==> src/rtl/gpu_scanout_reader.sv <==
// Scanout reader: VGA-style raster timing, fetches the display buffer through a
// request/ack SRAM port into a prefetch FIFO and streams registered RGB pixels.
module gpu_scanout_reader #(
  parameter int H_ACTIVE     = 640,
  parameter int H_FP         = 16,
  parameter int H_SYNC       = 96,
  parameter int H_BP         = 48,
  parameter int V_ACTIVE     = 480,
  parameter int V_FP         = 10,
  parameter int V_SYNC       = 2,
  parameter int V_BP         = 33,
  parameter int CHANNEL_BITS = 8,
  parameter int ADDR_BITS    = 20,
  parameter int BUF_OFFSET   = 307200,
  parameter int FIFO_DEPTH   = 8
) (
  input  logic                      clk,
  input  logic                      n_rst,
  input  logic                      buffer_select_i,
  output logic                      rd_req_o,
  output logic [ADDR_BITS-1:0]      rd_addr_o,
  input  logic                      rd_ack_i,
  input  logic [3*CHANNEL_BITS-1:0] rd_data_i,
  output logic [3*CHANNEL_BITS-1:0] rgb_o,
  output logic                      de_o,
  output logic                      hsync_o,
  output logic                      vsync_o,
  output logic                      frame_start_o,
  output logic                      underflow_o
);
  // state | meaning
  // IDLE  | no read outstanding; request when pixels remain and the FIFO has room
  // REQ   | read outstanding for the current frame; data is pushed on ack
  // DRAIN | read outstanding from the previous frame; data is dropped on ack

  localparam int H_TOTAL   = H_ACTIVE + H_FP + H_SYNC + H_BP;
  localparam int V_TOTAL   = V_ACTIVE + V_FP + V_SYNC + V_BP;
  localparam int PIX_TOTAL = H_ACTIVE * V_ACTIVE;
  localparam int HW        = $clog2(H_TOTAL);
  localparam int VW        = $clog2(V_TOTAL);
  localparam int IW        = $clog2(PIX_TOTAL + 1);
  localparam int PW        = $clog2(FIFO_DEPTH);
  localparam int DW        = 3 * CHANNEL_BITS;

  localparam logic [HW-1:0]        H_LAST  = HW'(H_TOTAL - 1);
  localparam logic [HW-1:0]        H_ACT   = HW'(H_ACTIVE);
  localparam logic [HW-1:0]        HS_BEG  = HW'(H_ACTIVE + H_FP);
  localparam logic [HW-1:0]        HS_END  = HW'(H_ACTIVE + H_FP + H_SYNC);
  localparam logic [VW-1:0]        V_LAST  = VW'(V_TOTAL - 1);
  localparam logic [VW-1:0]        V_ACT   = VW'(V_ACTIVE);
  localparam logic [VW-1:0]        VS_BEG  = VW'(V_ACTIVE + V_FP);
  localparam logic [VW-1:0]        VS_END  = VW'(V_ACTIVE + V_FP + V_SYNC);
  localparam logic [IW-1:0]        PIX_END = IW'(PIX_TOTAL);
  localparam logic [PW:0]          DEPTH   = (PW+1)'(FIFO_DEPTH);
  localparam logic [ADDR_BITS-1:0] OFFSET1 = ADDR_BITS'(BUF_OFFSET);

  typedef enum logic [1:0] {S_IDLE, S_REQ, S_DRAIN} state_t;

  logic [HW-1:0]        r_h_cnt;
  logic [VW-1:0]        r_v_cnt;
  state_t               r_state;
  logic [IW-1:0]        r_idx;
  logic                 r_disp_buf;
  logic                 r_rd_req;
  logic [ADDR_BITS-1:0] r_rd_addr;
  logic [DW-1:0]        r_fifo [FIFO_DEPTH];
  logic [PW-1:0]        r_wr_ptr;
  logic [PW-1:0]        r_rd_ptr;
  logic [PW:0]          r_count;
  logic [DW-1:0]        r_rgb;
  logic                 r_de;
  logic                 r_hsync;
  logic                 r_vsync;
  logic                 r_frame_start;
  logic                 r_underflow;

  logic                 w_active;
  logic                 w_hsync_n;
  logic                 w_vsync_n;
  logic                 w_boundary;
  logic                 w_push;
  logic                 w_pop;
  logic [ADDR_BITS-1:0] w_base;

  assign w_active   = (r_h_cnt < H_ACT) && (r_v_cnt < V_ACT);
  assign w_hsync_n  = !((r_h_cnt >= HS_BEG) && (r_h_cnt < HS_END));
  assign w_vsync_n  = !((r_v_cnt >= VS_BEG) && (r_v_cnt < VS_END));
  assign w_boundary = (r_h_cnt == '0) && (r_v_cnt == VS_BEG);
  assign w_pop      = w_active && (r_count != '0);
  // the flush at a frame boundary wins over a push from the old frame
  assign w_push     = (r_state == S_REQ) && rd_ack_i && !w_boundary;
  assign w_base     = r_disp_buf ? OFFSET1 : '0;

  always_ff @(posedge clk or negedge n_rst) begin
    if (!n_rst) begin
      r_h_cnt <= '0;
      r_v_cnt <= '0;
    end else if (r_h_cnt == H_LAST) begin
      r_h_cnt <= '0;
      r_v_cnt <= (r_v_cnt == V_LAST) ? '0 : r_v_cnt + 1'b1;
    end else begin
      r_h_cnt <= r_h_cnt + 1'b1;
    end
  end

  always_ff @(posedge clk or negedge n_rst) begin
    if (!n_rst) begin
      r_state    <= S_IDLE;
      r_idx      <= '0;
      r_disp_buf <= 1'b1;
      r_rd_req   <= 1'b0;
      r_rd_addr  <= '0;
    end else begin
      if (w_boundary) r_disp_buf <= ~buffer_select_i;
      unique case (r_state)
        S_IDLE: begin
          if (w_boundary) begin
            r_idx <= '0;
          end else if ((r_idx < PIX_END) && (r_count < DEPTH)) begin
            r_state   <= S_REQ;
            r_rd_req  <= 1'b1;
            r_rd_addr <= w_base + ADDR_BITS'(r_idx);
          end
        end
        S_REQ: begin
          if (w_boundary) begin
            r_idx <= '0;
            if (rd_ack_i) begin
              r_state  <= S_IDLE;
              r_rd_req <= 1'b0;
            end else begin
              r_state <= S_DRAIN;
            end
          end else if (rd_ack_i) begin
            r_state  <= S_IDLE;
            r_rd_req <= 1'b0;
            r_idx    <= r_idx + 1'b1;
          end
        end
        S_DRAIN: begin
          if (rd_ack_i) begin
            r_state  <= S_IDLE;
            r_rd_req <= 1'b0;
          end
        end
        default: begin
          r_state  <= S_IDLE;
          r_rd_req <= 1'b0;
        end
      endcase
    end
  end

  always_ff @(posedge clk) begin
    if (w_push) r_fifo[r_wr_ptr] <= rd_data_i;
  end

  always_ff @(posedge clk or negedge n_rst) begin
    if (!n_rst) begin
      r_wr_ptr <= '0;
      r_rd_ptr <= '0;
      r_count  <= '0;
    end else if (w_boundary) begin
      r_wr_ptr <= '0;
      r_rd_ptr <= '0;
      r_count  <= '0;
    end else begin
      if (w_push) r_wr_ptr <= r_wr_ptr + 1'b1;
      if (w_pop)  r_rd_ptr <= r_rd_ptr + 1'b1;
      unique case ({w_push, w_pop})
        2'b10:   r_count <= r_count + 1'b1;
        2'b01:   r_count <= r_count - 1'b1;
        default: r_count <= r_count;
      endcase
    end
  end

  always_ff @(posedge clk or negedge n_rst) begin
    if (!n_rst) begin
      r_rgb         <= '0;
      r_de          <= 1'b0;
      r_hsync       <= 1'b1;
      r_vsync       <= 1'b1;
      r_frame_start <= 1'b0;
      r_underflow   <= 1'b0;
    end else begin
      r_rgb         <= w_pop ? r_fifo[r_rd_ptr] : '0;
      r_de          <= w_active;
      r_hsync       <= w_hsync_n;
      r_vsync       <= w_vsync_n;
      r_frame_start <= w_boundary;
      r_underflow   <= w_active && (r_count == '0);
    end
  end

  assign rd_req_o      = r_rd_req;
  assign rd_addr_o     = r_rd_addr;
  assign rgb_o         = r_rgb;
  assign de_o          = r_de;
  assign hsync_o       = r_hsync;
  assign vsync_o       = r_vsync;
  assign frame_start_o = r_frame_start;
  assign underflow_o   = r_underflow;

endmodule

==> config.mk <==
export PLATFORM = sky130hd
export DESIGN_NAME = gpu_scanout_reader
export DESIGN_NICKNAME = d
export VERILOG_FILES = /design/src/rtl/gpu_scanout_reader.sv
export SDC_FILE = /design/constraint.sdc
export NUM_CORES = 1
export LEC_CHECK = 0
export CORE_MARGIN = 4
export CORE_UTILIZATION = 59
export CTS_CLUSTER_SIZE = 40
export DETAILED_ROUTE_END_ITERATION = 10
export GPL_ROUTABILITY_DRIVEN = 0
export PLACE_DENSITY = 0.8
export SETUP_SLACK_MARGIN = 0.1
export SLEW_MARGIN = 20
export SYNTH_ARGS = -nofsm -noshare
export SYNTH_HDL_FRONTEND = slang
export SYNTH_SLANG_ARGS = --single-unit
==> constraint.sdc <==
create_clock -name clk -period 5.4 [get_ports clk]
set_input_delay 1.08 -clock clk [delete_from_list [all_inputs] [get_ports clk]]
set_output_delay 1.08 -clock clk [all_outputs]
set_load 0.005 [all_outputs]
## After elaboration in Yosys (flattened, before gate mapping)

Memory sizes are Yosys's and may differ from the RTL's.
Cells that the tools add are included.

| word-level totals | value |
|---|---|
| input port bits | 28 |
| output and inout port bits | 50 |
| flip-flop bits (word level) | 102 |
| RAM bits | 192 |
| word-level logic and storage cells | 98 |
| memories | 1 |
| bits in read-only memories | 0 |
| bits in latches | 0 |

Memory list:

| name | words | width | rd ports | clocked after Yosys merged registers in | wr ports | line | RTL |
|---|---|---|---|---|---|---|---|
| r_fifo | 8 | 24 | 1 | 0 | 1 | 66 | `logic [DW-1:0] r_fifo [FIFO_DEPTH];` |

| cells by class | value |
|---|---|
| reduce and logical (&&, ||, !) cells | 25 |
| shifts and indexed selects | 0 |
| $mul | 0 |
| eq/ne operators | 12 |
| $lt $le $gt $ge | 8 |
| divide/modulo/power cells | 0 |
| bitwise operators | 2 |
| add/sub/neg operators | 8 |
| mux-type cells | 26 |

Operator list:

| kind | number |
|---|---|
| 19-bit 2-to-1 mux | 4 |
| 19-bit case mux with 2 select lines | 1 |
| 24-bit 2-to-1 mux | 1 |
| 10-bit by 1-bit adder with 10-bit output, second input constant | 2 |
| 19-bit by 19-bit adder with 20-bit output | 1 |
| 10-bit == test, second input constant | 2 |
| 10-bit less-than comparator, second input constant | 2 |
| 10-bit by 9-bit less-than comparator with 1-bit output, second input constant | 2 |
| 10-bit 2-to-1 mux | 2 |
| 19-bit by 1-bit adder with 19-bit output, second input constant | 1 |
| 19-bit less-than comparator, second input constant | 1 |
| 3-bit 2-to-1 mux | 4 |
| 10-bit by 9-bit == test with 1-bit output, second input constant | 1 |
| 10-bit >= comparator, second input constant | 1 |
| 10-bit by 9-bit >= comparator with 1-bit output, second input constant | 1 |
| 10-bit zero test | 1 |
| 2-bit 2-to-1 mux | 5 |
| 1-bit logical AND | 9 |
| 3-bit AND reduction | 3 |
| 4-bit case mux with 2 select lines | 1 |
| 3-bit by 1-bit adder with 3-bit output, second input constant | 2 |
| 2-bit != test, second input constant | 3 |
| 2-bit case mux with 3 select lines | 1 |
| 2-bit nonzero test | 3 |
| other kinds (18) | 27 |

## Depth between registers and ports, before layout

Gate-level depths: netlist of the first run.

| depth | value |
|---|---|
| word-level depth | 7 |
| depth in mapped cells | 11 |
| gate-level depth less buffers | 10 |

## Worst setup path before layout of the first run

No wires, ideal clock.

| timing path | value |
|---|---|
| kind | input to register |
| start | input rd_ack_i |
| end | memory r_fifo[2][0] (netlist bit), enable pin |
| library setup time | 0.474 ns |
| buffers on the path | 2 |
| cell stages on the path | 5 |
| slack | 0.340 ns |
| data arrival time | 4.586 ns |
| path through | clkbuf_1 -> and2_1 -> clkbuf_1 -> o21ai_1 -> nor4b_1 |

| between the ends | value |
|---|---|
| longest elaborated chain between the ends | 4 |

Ends and longest elaborated chain:

| item | line | RTL |
|---|---|---|
| from (decl) | 22 | `input logic rd_ack_i,` |
| 1-bit logical AND (2 in a row) | 91 | `assign w_push = (r_state == S_REQ) && rd_ack_i && !w_boundary;` |
| 1-bit 2-to-1 mux | 155 | `if (w_push) r_fifo[r_wr_ptr] <= rd_data_i;` |
| 1-bit 2-to-1 mux (not written as such) | 155 |  |
| to (decl) | 66 |  |

No other way between the ends.

## Worst setup path after layout of the first run

| timing path | value |
|---|---|
| start | input rd_ack_i |
| end | memory r_fifo[2][7] (netlist bit), enable pin |

The elaborated chain is that of the path after synthesis.

==> results of run 1 <==
synth_stat cells (all sizes together) (3+ instances only):
cell	count	area [um2]
nor4	7	50.05
and3	6	37.54
o21ai	17	85.08
dfstp	3	78.83
nand2b	4	25.02
ha	17	212.7
buf	17	95.09
nand2	29	108.9
nand4	7	50.05
nor2b	3	18.77
mux2	16	221.5
xor2	16	140.1
nor3	12	60.06
dfrtp	99	2477
or4	3	22.52
nor3b	3	22.52
o22ai	4	25.02
nor4b	3	26.28
a21oi	10	50.05
nand3	17	85.08
edfxtp	192	5766
xnor2	19	166.4
a31oi	4	25.02
mux4	48	1081
and2	5	31.28
mux2i	29	290.3
clkbuf	17	63.81
nor2	73	274.0
inv	20	75.07
how the worst max path moves through the flow:
stage,startpoint,to,slack (ns),cells past startpoint
after floorplan,rd_ack_i,r_fifo[2][0],0.34,5
after global placement,rd_ack_i,r_fifo[2][11],1.92,5
after detailed placement,rd_ack_i,r_fifo[4][22],1.84,5
after CTS,rd_ack_i,r_fifo[2][7],2.36,5
after global routing,rd_ack_i,r_fifo[4][7],2.22,5
final,rd_ack_i,r_fifo[2][7],2.32,5
cell families after synthesis:
logic type,Yosys count
AO/OA/AOI/OAI,54
buffers and inverters,54
XOR/XNOR,35
flip-flops,294
multiplexers,93
AND/OR/NAND/NOR,182
adder cells (fa/ha/maj),18
layout make-up:
type | count | area, um2
sequential | 294 | 8329
fill | 1262 | 5724
multi-input combinational | 382 | 3417
timing repair buffer | 91 | 893.4
clock buffer | 33 | 719.4
tap | 265 | 331.6
clock inverter | 19 | 163.9
inverter | 20 | 75.07
metrics by stage:
step / area, um2 / setup WS, ns / total power, W / hold WS [ns]
finish: 13930 / 2.317 / 0.006530 / 0.4900
CTS: 13900 / 2.356 / 0.006566 / 0.4953
global placement: 13020 / 1.921 / 0.004628 / 0.4738
global route: 13930 / 2.217 / 0.006847 / 0.5140
floorplan: 11930 / 0.3398 / 0.004094 / 0.4546
detailed placement: 13020 / 1.835 / 0.004690 / 0.4814
sequential cells by signal, indices dropped and copies added (netlist names):
register and count:
frame_start_o 1, r_rd_ptr 3, rd_addr_o 20, r_disp_buf 1, r_wr_ptr 3, de_o 1
r_state 2, underflow_o 1, r_v_cnt 10, r_idx 19, r_h_cnt 10, r_count 4
rd_req_o 1, r_fifo 192, vsync_o 1, rgb_o 24, hsync_o 1
worst max-delay path, cell delays in order:
cell and delay (ns):
clkdlybuf4s50_1 0.69, and2_1 0.43, o21ai_1 0.32, nor4b_2 0.33
buf_4 0.41
where the power goes:
group	internal [W]	switching, W	leakage [nW]
combinational	0.000913	0.000756	1.72
clock	0.00105	0.000804	0.433
sequential	0.00273	0.000280	2.98
per-layer routing:
| metal | share of wire | vias to the layer above |
|---|---|---|
| met5 | 0 | - |
| met4 | 0.017 | 0 |
| met3 | 0.045 | 34 |
| met2 | 0.53 | 184 |
| met1 | 0.41 | 3436 |
| li1 | - | 2929 |
==> run_results.csv, run 1 <==
group,metric,value,unit
routing,wirelength,23.19,mm
grt,grt_pass1_vias,6884,
synth,synth-edff-count,192,
routing,post-route-drc-count,0,
hold_path,holdPathEnd,"rd_req_o",
timing,period_needed,3.083,ns
power,peakVddDrop,0.3239,mV
cells_and_area,final_cells,1104,
timing,setup_tns,0,ns
die,die_w,150.2,um
place,dp_hpwl,13.66,mm
timing,period_share,0.5709,
die,initial_core_util,0.6071,
synth,synth_seq_area_share,0.6975,
critical_path,r2r-end,"r_fifo[5][7]",
synth,synth_compound_area_frac,0.02926,
critical_path,reg2reg_depth,8,
critical_path,cp-end-kind,"register",
cts,cts_buffer_depth,3,
cts,cts_max_level,1,
synth,ys_warn_count,0,
critical_path,reg2reg_from,"r_h_cnt[0]",
cts,cts_buffers,28,
cells_and_area,drive_gt1_frac,0.1609,
critical_path,crit_required,5.59,ns
critical_path,crit_type,"in2reg",
synth,synthAdderAreaFrac,0.01951,
routing,wl_per_cell,21.01,um
synth,ys.flop_type,"edfxtp_1",
die,io_pins,78,
power,pwr_density_cell,468.8,nW/um2
routing,ant_nets,0,
timing,rsz0062_at_grt,"false",
die,dieArea,22560,um2
power,p_leak,5.138,nW
cts,cts-root-buf,"clkbuf_16",
die,die_h,150.2,um
run_status,outcome,"completed",
cts,clock_sinks,294,
die,coreArea,19650,um2
critical_path,cp.arrival,3.28,ns
synth,syn_inst,730,
critical_path,critPathLaunchType,"input pin",
cts,postCtsHoldBufs,0,
timing,worst_slew_pin_slew,1.035,ns
routing,first_iter_violations,500,
synth,synth_top_family_by_area,"multiplexers",
grt,overflow,0,
grt,antenna_found_initial,0,
synth,syn-num-nets,776,
synth,synth-xor-area-share,0.02569,
cells_and_area,layout_commonest_cell,"edfxtp_1",
run,cap_violations,0,
routing,num_vias,6583,
cells_and_area,utilization,0.7087,
cells_and_area,layout.nets,863,
place,port_buffers,77,
cells_and_area,final_cell_mix,"192 x edfxtp_1, 97 x dfrtp_1, 76 x clkdlybuf4s50_1",
timing,hold_violations,0,
die,fp-row-count,51,
timing,skew,0.01987,ns
cts,postCtsSetupBuffers,0,
cells_and_area,diodes,0,
cts,cts_resized,0,
cells_and_area,areaGrowthSynthToFinish,16.75,%
cts,clock_latency,0.55,ns
grt,grt_start_max_net_pins,65,
timing,setup_viol,0,
grt,grt_usage,0.2110,
synth,synth_area,11930,um2
grt,top_usage_layer,"met2",
routing,via_per_inst,5.963,
place,dp_cells,1051,
synth,postSynthAreaPerCell,16.34,um2
timing,timing.fmax,324.4,MHz
cts,cts_tree,"yes",
synth,ys_ff_latch,294,
critical_path,worst-path-max-fanout,24,
hold_path,min_from,"rd_req_o",
grt,met2_usage,0.3803,
grt,grt_util_met3,0.03191,
timing,maxSlewHeadroom,0.3099,
timing,finalMaxSlewViolations,0,
cts,cts.clk_slew.worst_paths,0.06,ns
synth,synth_async_sr_flop_share,0.3469,
synth,synthMuxAreaShare,0.1335,
grt,grt_pass1_wl,37.09,mm
hold_path,hold_class,"reg2reg",
critical_path,ff2ff_setup_slack,2.52,ns
synth,yosys.area_share.simple,0.07498,
synth,ys_types,58,
routing,firstDrtPassIters,5,
hold_path,hold_depth,1,
grt,met1_usage,0.2758,
Note: power is estimated with default switching activity, not from simulation.
==> run 2: changes to the inputs <==
- CORE_UTILIZATION: 59 -> 53
- PLACE_DENSITY: 0.8 -> 0.76
- clock period: 5.4 -> 2.5 ns (I/O delays scaled with it)
==> run 2 against run 1 <==
- sequential share of layout area is 2.0 points lower
- worst hold slack got worse by 0.036 ns
- die area rose by 11%
- critical path depth is 4 higher
- worst setup slack got worse by 2.2 ns
- cell count grew 3.6%
- critical endpoint is now r_count[3]
- largest power group unchanged
==> run_results.csv, run 2 (synthesized netlist as in run 1, its figures left out) <==
group,metric,value,unit
critical_path,ff2ff_setup_slack,0.15,ns
power,p_comb_frac,0.271,
critical_path,path_buf_inv,0,
cts,cts_tree,"yes",
timing,setup_tns,0,ns
die,die_w,158.0,um
routing,post-route-drc-count,0,
routing,firstDrtPassIters,5,
place,dp_hpwl,15.05,mm
cts,cts_max_level,1,
grt,grt_start_max_net_pins,41,
cells_and_area,final_cell_mix,"192 x edfxtp_1, 96 x dfrtp_1, 76 x clkdlybuf4s50_1",
critical_path,crit_required,2.93,ns
cells_and_area,drive_gt1_frac,0.1898,
timing,timing.fmax,426.3,MHz
critical_path,crit_slowest_cell,"or4_1",
timing,worst_slew_pin_slew,0.6366,ns
cells_and_area,layout.nets,887,
timing,worst_hold_slack,0.4538,ns
critical_path,cp-end-kind,"register",
critical_path,critPathLaunchType,"register",
critical_path,worst-path-max-fanout,7,
cts,clock_latency,0.55,ns
cells_and_area,largest_reg_flops,192,
grt,grt_pass1_vias,7111,
timing,skew,0.01517,ns
critical_path,crit_top_cell,"nor2_1",
power,peakVddDrop,0.7304,mV
critical_path,startpoint,"r_count[1]",
critical_path,crit_path_end,"r_count[3]",
hold_path,hold_class,"in2async",
run,cap_violations,0,
routing,first_iter_violations,541,
power,pwr_density_cell,1017,nW/um2
timing,rsz0062_at_grt,"true",
die,coreArea,21960,um2
critical_path,crit_type,"reg2reg",
grt,grt_pass1_wl,38.66,mm
die,die_h,158.0,um
routing,wirelength,23.70,mm
cts,cts-root-buf,"clkbuf_16",
grt,antenna_found_initial,0,
timing,setup_viol,0,
cells_and_area,areaGrowthSynthToFinish,20.70,%
die,initial_core_util,0.5434,
critical_path,critical_path_depth,9,
routing,wl_per_cell,20.72,um
run_status,outcome,"completed",
power,sw_frac_of_total,0.2820,
timing,maxSlewHeadroom,0.5717,
timing,period_share,0.9383,
cts,cts_buffers,29,
routing,ant_nets,0,
power,p_sw,0.004133,W
critical_path,reg2reg_from,"r_count[1]",
critical_path,crit_family,"simple AND/OR/NAND/NOR gates",
die,io_pins,78,
die,dieArea,24980,um2
routing,num_vias,6660,
power,pwr-share-seq,0.440,
grt,grt_usage,0.1964,
die,fp-row-count,54,
critical_path,r2r-end,"r_count[3]",
timing,finalMaxSlewViolations,0,
cells_and_area,final_cells,1144,
critical_path,reg2reg_depth,9,
cells_and_area,diodes,0,
power,internal_power,0.01052,W
grt,overflow,0,
critical_path,cp.arrival,2.77,ns
timing,period_needed,2.346,ns
cells_and_area,largest_register,"r_fifo",
routing,via_per_inst,5.822,
timing,hold_violations,0,
cells_and_area,layout_commonest_cell,"edfxtp_1",
place,dp_cells,1088,
critical_path,crit_chain,"or4_1, nand4b_1, nor2_1, ha_1, a31oi_1, nor2_1, mux2i_1, xnor2_1, nor2_1",
cts,clock_sinks,294,
critical_path,slowest_delay,0.55,ns
cts,cts_buffer_depth,3,
power,p_leak,5.349,nW
cts,cts.clk_slew.worst_paths,0.06,ns
place,port_buffers,77,
power,clkPwrFrac,0.289,
==> run 2: layout make-up <==
class / instances / area [um2]
sequential: 294 / 8328
clock buffer: 45 / 825.8
multi-input combinational: 382 / 3501
timing repair buffer: 114 / 1211
inverter: 20 / 75.07
fill: 1450 / 7557
tap: 280 / 350.3
clock inverter: 9 / 110.1
==> run 2: power by group through the flow <==
stage          clock network, W  registers, W  logic, W
2_1_floorplan                 0       0.00627   0.00270
3_3_place_gp                  0       0.00648   0.00386
3_5_place_dp                  0       0.00653   0.00399
4_1_cts                 0.00431       0.00645   0.00403
5_1_grt                 0.00455       0.00653   0.00433
6_report                0.00424       0.00644   0.00397
==> run 2: repair_timing <==
action	CTS	global route
gates resized for setup	0	2
buffers inserted	0	1
endpoints found under the setup margin	0	11
hold endpoints to repair	28	0
hold buffers	1	0
==> run 2: how the worst min path moves through the flow <==
| stage | start | to | slack (ns) | depth (start not counted) |
|---|---|---|---|---|
| finish | n_rst | r_h_cnt[6] | 0.45 | 2 |
| global route | n_rst | rgb_o[20] | 0.50 | 2 |
| CTS | n_rst | rgb_o[20] | 0.46 | 2 |
| detailed placement | n_rst | r_h_cnt[4] | 0.49 | 1 |
| global placement | r_h_cnt[0] | r_h_cnt[0] | 0.46 | 1 |
| floorplan | n_rst | de_o | 0.20 | 0 |
==> run 2: routing by layer <==
metal	vias up	global-route usage	routed length, um
met5	-	0	0
li1	2986	-	-
met1	3434	0.2779	10140
met4	0	0.04062	443
met2	198	0.3326	11940
met3	42	0.02734	1171
==> run 2: through the flow <==
stage          power (W)  cell area, um2  utilization  setup WS (ns)
2_1_floorplan   0.008975           12090            -         0.1029
3_3_place_gp     0.01034           13440       0.6121         0.1831
3_5_place_dp     0.01052           13440       0.6121         0.1392
4_1_cts          0.01479           14390       0.6552         0.1381
5_1_grt          0.01540           14400       0.6558        0.06709
6_report         0.01465           14400       0.6558         0.1542
